`config.mk`:
```
export PLATFORM = sky130hd
export DESIGN_NAME = freqgen_flat
export DESIGN_NICKNAME = d
export VERILOG_FILES = /design/src/rtl/freqgen_if.sv /design/src/rtl/freqgen.sv /design/src/flat_wrapper.sv
export SDC_FILE = /design/constraint.sdc
export NUM_CORES = 1
export LEC_CHECK = 0
export BUFFER_PORTS_ARGS = -buffer_cell sky130_fd_sc_hd__buf_2
export CAP_MARGIN = 20
export CORE_ASPECT_RATIO = 1.25
export CORE_MARGIN = 5
export CORE_UTILIZATION = 40
export CTS_CLUSTER_DIAMETER = 100
export DETAILED_ROUTE_END_ITERATION = 7
export GPL_ROUTABILITY_DRIVEN = 0
export SETUP_SLACK_MARGIN = 0.3
export SYNTH_ARGS = -nofsm -noshare
export SYNTH_HDL_FRONTEND = slang
export SYNTH_SLANG_ARGS = --single-unit
```
`constraint.sdc`:
```
create_clock -name aclk -period 5.4 [get_ports aclk]
set_input_delay 0.54 -clock aclk [delete_from_list [all_inputs] [get_ports aclk]]
set_output_delay 0.54 -clock aclk [all_outputs]
set_load 0.005 [all_outputs]
```
`src/rtl/freqgen_if.sv`:
```
// Config/control handshake and sample-stream bundle for the square-wave generator.
// Pure wiring, no latency.
// cfg_valid/cfg_ready handshake; the sample stream itself is never backpressured.
interface freqgen_if;
    logic        cfg_valid;
    logic        cfg_ready;
    logic [31:0] cfg_freq;
    logic [31:0] cfg_cycles;
    logic        start;
    logic        stop;
    logic [7:0]  data_out;
    logic        busy;
    logic        done;
    logic [31:0] period_cnt;

    // Controller / stimulus side
    modport master (
        output cfg_valid, cfg_freq, cfg_cycles, start, stop,
        input  cfg_ready, data_out, busy, done, period_cnt
    );

    // Generator side
    modport slave (
        input  cfg_valid, cfg_freq, cfg_cycles, start, stop,
        output cfg_ready, data_out, busy, done, period_cnt
    );
endinterface

```
`src/rtl/freqgen.sv`:
```
// Square-wave sample generator: modulo-CLK_HZ phase accumulator gives exactly freq rising edges per CLK_HZ clocks.
// First HI sample one cycle after start is sampled; all outputs registered.
// Config accepted only in IDLE (cfg_ready); start ignored while running; stop aborts on the next edge.
module freqgen #(
    parameter int unsigned CLK_HZ  = 50_000_000,
    parameter logic [7:0]  HI_CODE = 8'd192,
    parameter logic [7:0]  LO_CODE = 8'd64
) (
    input  logic      aclk,
    input  logic      rstn,
    freqgen_if.slave  bus
);
    localparam logic [32:0] MOD  = 33'(CLK_HZ);
    localparam logic [31:0] HALF = 32'(CLK_HZ / 2);

    typedef enum logic {
        IDLE = 1'b0,
        RUN  = 1'b1
    } state_t;

    state_t      state;
    logic [31:0] acc;
    logic [31:0] freq_q;
    logic [31:0] cycles_q;
    logic [31:0] period_cnt;
    logic [7:0]  data_out;
    logic        busy;
    logic        done;

    logic [32:0] sum;
    logic        wrap;
    logic [31:0] acc_next;
    logic [31:0] period_inc;
    logic        last_period;
    logic [31:0] freq_clamped;

    assign bus.cfg_ready  = (state == IDLE);
    assign bus.data_out   = data_out;
    assign bus.busy       = busy;
    assign bus.done       = done;
    assign bus.period_cnt = period_cnt;

    // Next phase: 33-bit sum so acc + freq never overflows before the modulus test
    always_comb begin
        sum          = {1'b0, acc} + {1'b0, freq_q};
        wrap         = (sum >= MOD);
        acc_next     = wrap ? 32'(sum - MOD) : sum[31:0];
        period_inc   = period_cnt + 32'd1;
        last_period  = wrap && (cycles_q != 32'd0) && (period_inc == cycles_q);
        freq_clamped = (bus.cfg_freq > HALF) ? HALF : bus.cfg_freq;
    end

    // Control FSM, config latch, phase accumulator and registered outputs
    always_ff @(posedge aclk) begin
        if (!rstn) begin
            state      <= IDLE;
            acc        <= 32'd0;
            freq_q     <= 32'd0;
            cycles_q   <= 32'd0;
            data_out   <= LO_CODE;
            busy       <= 1'b0;
            done       <= 1'b0;
            period_cnt <= 32'd0;
        end else begin
            done <= 1'b0;

            // The start decision below reads freq_q before this update lands,
            // so a same-cycle config + start runs with the old frequency.
            if (bus.cfg_valid && (state == IDLE)) begin
                freq_q   <= freq_clamped;
                cycles_q <= bus.cfg_cycles;
            end

            case (state)
                IDLE: begin
                    if (bus.start && !bus.stop && (freq_q != 32'd0)) begin
                        state      <= RUN;
                        busy       <= 1'b1;
                        acc        <= 32'd0;
                        period_cnt <= 32'd0;
                        data_out   <= HI_CODE;
                    end
                end
                RUN: begin
                    if (bus.stop) begin
                        // Abort wins over a coincident final wrap: no count, no done.
                        state    <= IDLE;
                        busy     <= 1'b0;
                        data_out <= LO_CODE;
                    end else begin
                        acc <= acc_next;
                        if (wrap) begin
                            period_cnt <= period_inc;
                        end
                        if (last_period) begin
                            // Suppress the HI of the would-be next period.
                            state    <= IDLE;
                            busy     <= 1'b0;
                            done     <= 1'b1;
                            data_out <= LO_CODE;
                        end else begin
                            data_out <= (acc_next < HALF) ? HI_CODE : LO_CODE;
                        end
                    end
                end
                default: begin
                    state <= IDLE;
                end
            endcase
        end
    end
endmodule

```
`src/flat_wrapper.sv`:
```
// flat-port wrapper written by rule: the top's interface ports become plain ports
module freqgen_flat 
#(
    parameter int unsigned CLK_HZ  = 50_000_000,
    parameter logic [7:0]  HI_CODE = 8'd192,
    parameter logic [7:0]  LO_CODE = 8'd64
)
  (aclk, rstn, bus_cfg_valid, bus_cfg_freq, bus_cfg_cycles, bus_start, bus_stop, bus_cfg_ready, bus_data_out, bus_busy, bus_done, bus_period_cnt);
  freqgen_if bus_i ();
  input  logic aclk;
  input  logic rstn;
  input wire logic [$bits(bus_i.cfg_valid)-1:0] bus_cfg_valid;
  input wire logic [$bits(bus_i.cfg_freq)-1:0] bus_cfg_freq;
  input wire logic [$bits(bus_i.cfg_cycles)-1:0] bus_cfg_cycles;
  input wire logic [$bits(bus_i.start)-1:0] bus_start;
  input wire logic [$bits(bus_i.stop)-1:0] bus_stop;
  output wire logic [$bits(bus_i.cfg_ready)-1:0] bus_cfg_ready;
  output wire logic [$bits(bus_i.data_out)-1:0] bus_data_out;
  output wire logic [$bits(bus_i.busy)-1:0] bus_busy;
  output wire logic [$bits(bus_i.done)-1:0] bus_done;
  output wire logic [$bits(bus_i.period_cnt)-1:0] bus_period_cnt;
  assign bus_i.cfg_valid = bus_cfg_valid;
  assign bus_i.cfg_freq = bus_cfg_freq;
  assign bus_i.cfg_cycles = bus_cfg_cycles;
  assign bus_i.start = bus_start;
  assign bus_i.stop = bus_stop;
  assign bus_cfg_ready = bus_i.cfg_ready;
  assign bus_data_out = bus_i.data_out;
  assign bus_busy = bus_i.busy;
  assign bus_done = bus_i.done;
  assign bus_period_cnt = bus_i.period_cnt;
  freqgen #(.CLK_HZ(CLK_HZ), .HI_CODE(HI_CODE), .LO_CODE(LO_CODE)) u_core (.aclk(aclk), .rstn(rstn), .bus(bus_i));
endmodule
```
# After elaboration in Yosys (flattened, before gate mapping)

Cells that the tools add are included.

Register bits after elaboration: 139
Bits of input ports: 69

Mux-type cells: 22
Equal/unequal tests: 5
$add $sub $neg: 3
Bitwise gates (word level): 2
Reduce and logical (&&, ||, !) cells: 12
$lt $le $gt $ge: 3

Operator list:

| kind                                                          | number |
|---|---|
| 2-to-1 mux 32 bit                                             | 6 |
| one-hot mux 32 bit (2 select lines)                           | 2 |
| nonzero test 32 bit                                           | 2 |
| adder 32 x 32 -> 33 bit                                       | 1 |
| >= comparator 33 x 26 -> 1 bit (second input constant)        | 1 |
| adder 32 x 1 -> 32 bit (second input constant)                | 1 |
| equality test 32 bit                                          | 1 |
| > comparator 32 x 25 -> 1 bit (second input constant)         | 1 |
| less-than comparator 32 x 25 -> 1 bit (second input constant) | 1 |
| 2-to-1 mux 8 bit                                              | 4 |
| subtractor 32 x 26 -> 32 bit (second input constant)          | 1 |
| one-hot mux 8 bit (2 select lines)                            | 1 |
| 2-to-1 mux 1 bit                                              | 7 |
| logical AND 1 bit                                             | 5 |
| != test 2 bit (second input constant)                         | 2 |
| one-hot mux 1 bit (2 select lines)                            | 2 |
| AND reduction 2 bit                                           | 2 |
| != test 3 bit (second input constant)                         | 1 |
| AND reduction 3 bit                                           | 1 |
| OR reduction 3 bit                                            | 1 |
| != test 2 x 1 -> 1 bit (second input constant)                | 1 |
| NOT 1 bit                                                     | 2 |
| zero test 1 bit                                               | 1 |

# Longest topological paths before layout

Word-level depth: 8
Gate-level depth with buffers: 19
Depth with buffers taken out: 17

# Worst setup path before layout

OpenSTA, ideal clock, no wires.

Kind: flip-flop to flip-flop
From: register u_core.freq_q[0]
To: register u_core.data_out[7], in the netlist u_core.bus.data_out[7]
Cell stages (with the launch flop): 18
Setup time: 129 ps
Setup slack: 1074 ps
Required time: 5271 ps
Clock period less this slack: 4326 ps
Buffers on the path: 1
Arrival: 4197 ps
Cells stage by stage: dfxtp_1 > ha_1 > fa_1 > a211oi_2 > o21ai_2 > a21oi_1 > xor2_1 > nand3_1 > or4_1 > or4_4 > nor4_4 > or3_4 > buf_6 > nand2_1 > xor2_1 > or3_1 > a2111oi_2 > o31ai_2

Cells in the longest elaborated chain, start to end: 8

RTL lines:

| element                                                                               | line                         | text |
|---|---|---|
| start, declared                                                                       | freqgen.sv:23                | `logic [31:0] freq_q;` |
| start signal, assigned                                                                | freqgen.sv:70                | `freq_q <= freq_clamped;` |
| adder 32 x 32 -> 33 bit                                                               | freqgen.sv:45                | `sum = {1'b0, acc} + {1'b0, freq_q};` |
| subtractor 32 x 26 -> 32 bit / >= comparator 33 x 26 -> 1 bit (equally long branches) | freqgen.sv:47, freqgen.sv:46 |  |
| 2-to-1 mux 32 bit                                                                     | freqgen.sv:47                | `acc_next = wrap ? 32'(sum - MOD) : sum[31:0];` |
| less-than comparator 32 x 25 -> 1 bit                                                 | freqgen.sv:102               | `data_out <= (acc_next < HALF) ? HI_CODE : LO_CODE;` |
| 2-to-1 mux 8 bit                                                                      | freqgen.sv:102               |  |
| 2-to-1 mux 8 bit                                                                      | freqgen.sv:95                | `if (last_period) begin` |
| 2-to-1 mux 8 bit                                                                      | freqgen.sv:85                | `if (bus.stop) begin` |
| one-hot mux 8 bit (2 select lines)                                                    | freqgen.sv:74                | `case (state)` |
| end signal, assigned                                                                  | freqgen.sv:102               |  |
| end, declared                                                                         | freqgen.sv:26                | `logic [7:0] data_out;` |

Several ways; a longest one is shown, not always the timed one.
A chain may end at the register's enable or synchronous reset.

# Worst setup path in the final report

Ends and elaborated chain as after synthesis.

==> impl_metrics.yaml <==
outcome:
  status: "finished clean"
finish:
  final_core_util_pct: 47.2
  n_antenna_cell: 0
  syn2layout_area_growth_pct: 16.3
  layout_common_cells: "181 x nand2_1, 132 x dfxtp_1, 104 x buf_2"
  layout_commonest_cell: "nand2_1"
  nFillCells: 2264
  nNetsFinal: 1368
  drive_gt1_share_pct: 17.8
global_route:
  gr-total-overflow: 0
  grt_use_total_pct: 22.3
  grt_pass1_wl_mm: 47.9
  antenna_found_initial: 3
  grt_pass1_vias: 8800
  grt_max_degree: 65
setup_path:
  path_class: "reg -> reg"
  slowest_delay_ns: 0.45
  startpoint_type: "flip-flop"
  endpoint_kind: "flip-flop"
  path_max_fanout: 7
  reg2reg_from: "u_core.freq_q[0]$_SDFFE_PN0P_"
  path_cells: "ha_1 -> fa_1 -> a211oi_2 -> o21a_1 -> o21ai_0 -> xnor2_1 -> ha_2 -> nand4_1 -> a41o_1 -> a21oi_1 -> o311ai_4 -> nor3_4 -> nor2_1 -> xor2_1 -> or3_1 -> a2111oi_4 -> o31ai_2"
  slowest_stage: "fa_1"
  critPathLaunch: "u_core.freq_q[0]$_SDFFE_PN0P_"
  cp_data_arrival_time_ns: 5.27
  critPathRequiredTime_ns: 5.71
floorplanning:
  start_util_pct: 40.5
  die_area_mm2: 0.0265
  row_count: 62
  die_w_um: 147
  ios: 112
  die_h_um: 181
  fp.coreArea_mm2: 0.0230
placement:
  place.port_buffers: 104
  place_hpwl_mm: 22.8
drt:
  wl_mm: 30.4
  avgRoutedWirePerCell_um: 19.5
  wirelength_met1_mm: 12.5
  top_layer_used: "met5"
  wl_met3_mm: 1.49
  drtIter0Drc: 552
  vias: 9128
  drtAntennaViolNets: 0
  first_pass_iters: 5
  via_per_inst: 5.83
  drc: 0
  routed-wl-met2_mm: 15.0
hold_path:
  min_path_type: "in -> reg"
  hp-start: "bus_cfg_cycles[10]"
synth:
  synthFlopType: "dfxtp_1"
  synth_edf_count: 0
  synth_top_area_share_pct: 28.3
  async_flop_share_pct: 0
  synth_area_leaders: "dfxtp_1 28%, nand2_1 7.3%, xnor2_1 5.9%"
  synth_top_area_cell: "dfxtp_1"
  netlist_instances: 1187
  ys_ff_latch: 132
  yosysWarnings: 0
  synth-seq-area-share_pct: 28.3
  netlist_area_mm2: 0.00934
  synth_cell_types: 89
  avgSynthCellArea_um2: 7.87
cts:
  numCtsBuffers: 17
  htreeDepth: 4
  clk_latency_ns: 0.43
  clock_path_buffers: 2
  clock-sinks: 132
  clkTransAtPathRegs_ns: 0.06
  cts_tree: "yes"
  root_buffer: "clkbuf_16"
pwr:
  vdd_drop_max_mv: 0.238
  p_leak_nw: 4.25
  power_density_mw_per_mm2: 240
timing:
  rsz0062_at_grt: "false"
  finalCriticalPeriod_ns: 4.96
  setup_tns_ns: 0
  slew_headroom_pct: 38.8
  clock_skew_ns: 0.00449
  period_share_pct: 91.9
  hold_violations: 0
  worst_pin_slew_ns: 0.917
  maxClockFrequency_ghz: 0.202
  drv_slew: 0
  setup_violations: 0
flow_run:
  max_cap_viol_count: 0
-- cells by family after synthesis --
family	after synthesis	share of synthesized area (%)
flops	132	28.3
simple gates	518	28.8
mux	5	0.549
buf+inv	87	4.29
other cells	2	0.0804
xor+xnor	97	9.34
fa+ha+maj	35	4.77
compound gates	311	23.9
-- worst paths after layout --
kind | to | slack, ns | depth (start not counted)
max | u_core.bus.data_out[7]$_SDFFE_PN0P_ | 0.44 | 17
min | u_core.cycles_q[10]$_SDFFE_PN0P_ | 0.36 | 3
max reg2reg | u_core.bus.data_out[7]$_SDFFE_PN0P_ | 0.44 | 17
min reg2reg | u_core.acc[14]$_SDFFE_PN0P_ | 0.47 | 2
-- power breakdown --
group / total, W / internal, W / leakage, nW / switching [W]
clock: 0.00129 / 0.000824 / 0.320 / 0.000466
combinational: 0.000285 / 0.000113 / 2.86 / 0.000172
sequential: 0.00103 / 0.00100 / 1.07 / 0.0000293
-- critical path, delay by kind of cell (launching register included) --
family	cells	cell delay (ns)
compound gates	8	1.92
simple gates	4	1.09
fa+ha+maj	3	0.99
xor+xnor	2	0.53
flops	1	0.33
-- state kept, by name, summed over array words and instances (netlist names) --
register	flops
u_core.bus.done	1
u_core.bus.data_out	1
u_core.freq_q	32
u_core.bus.busy	1
u_core.cycles_q	32
u_core.state	1
u_core.acc	32
u_core.bus.period_cnt	32
-- synthesized netlist by cell type (20+ instances only) --
library cell / count
nand2_1: 182
dfxtp_1: 132
nor2_1: 69
a21oi_1: 65
xnor2_1: 63
o21ai_0: 50
a21boi_0: 45
clkbuf_1: 42
nor2b_1: 41
nor3_1: 39
nand3_1: 38
ha_1: 34
xor2_1: 31
and2_1: 27
nor4_1: 24
and3_1: 23
nand4_1: 22
a22oi_1: 20
-- metrics by stage --
stage               instance area, um^2  hold slack (ns)  std cells  setup WS [ns]  power [W]
global route                      10900            0.360       1565          0.252    0.00270
detailed placement                10000            0.448       1523          0.473    0.00132
global placement                  10000            0.439       1523          0.539    0.00133
finish                            10900            0.360       1565          0.438    0.00260
CTS                               10700            0.349       1555          0.422    0.00261
floorplan                          9360            0.429       1192           1.07    0.00123
-- routing by layer --
layer	GRT usage, %	up-vias
met5	0	-
met4	11.0	6
met3	3.86	95
met2	38.3	322
met1	26.9	4285
li1	-	4420
-- area by class of cell --
cell class,count,area (um^2),share of cell area [%]
sequential,132,2640,24.3
tap,288,360,3.32
clock buffer,17,425,3.92
multi-input combinational,974,6460,59.5
inverter,17,63.8,0.587
timing repair buffer,122,681,6.26
clock inverter,15,228,2.10
-- timing repair --
| action | CTS | global route |
|---|---|---|
| endpoints found under the setup margin | 0 | 10 |
| hold endpoints to repair | 0 | 0 |
| setup buffers | 0 | 8 |
| gates resized for setup | 0 | 20 |
| hold buffers | 0 | 0 |
(Power assumes the default switching activity.)
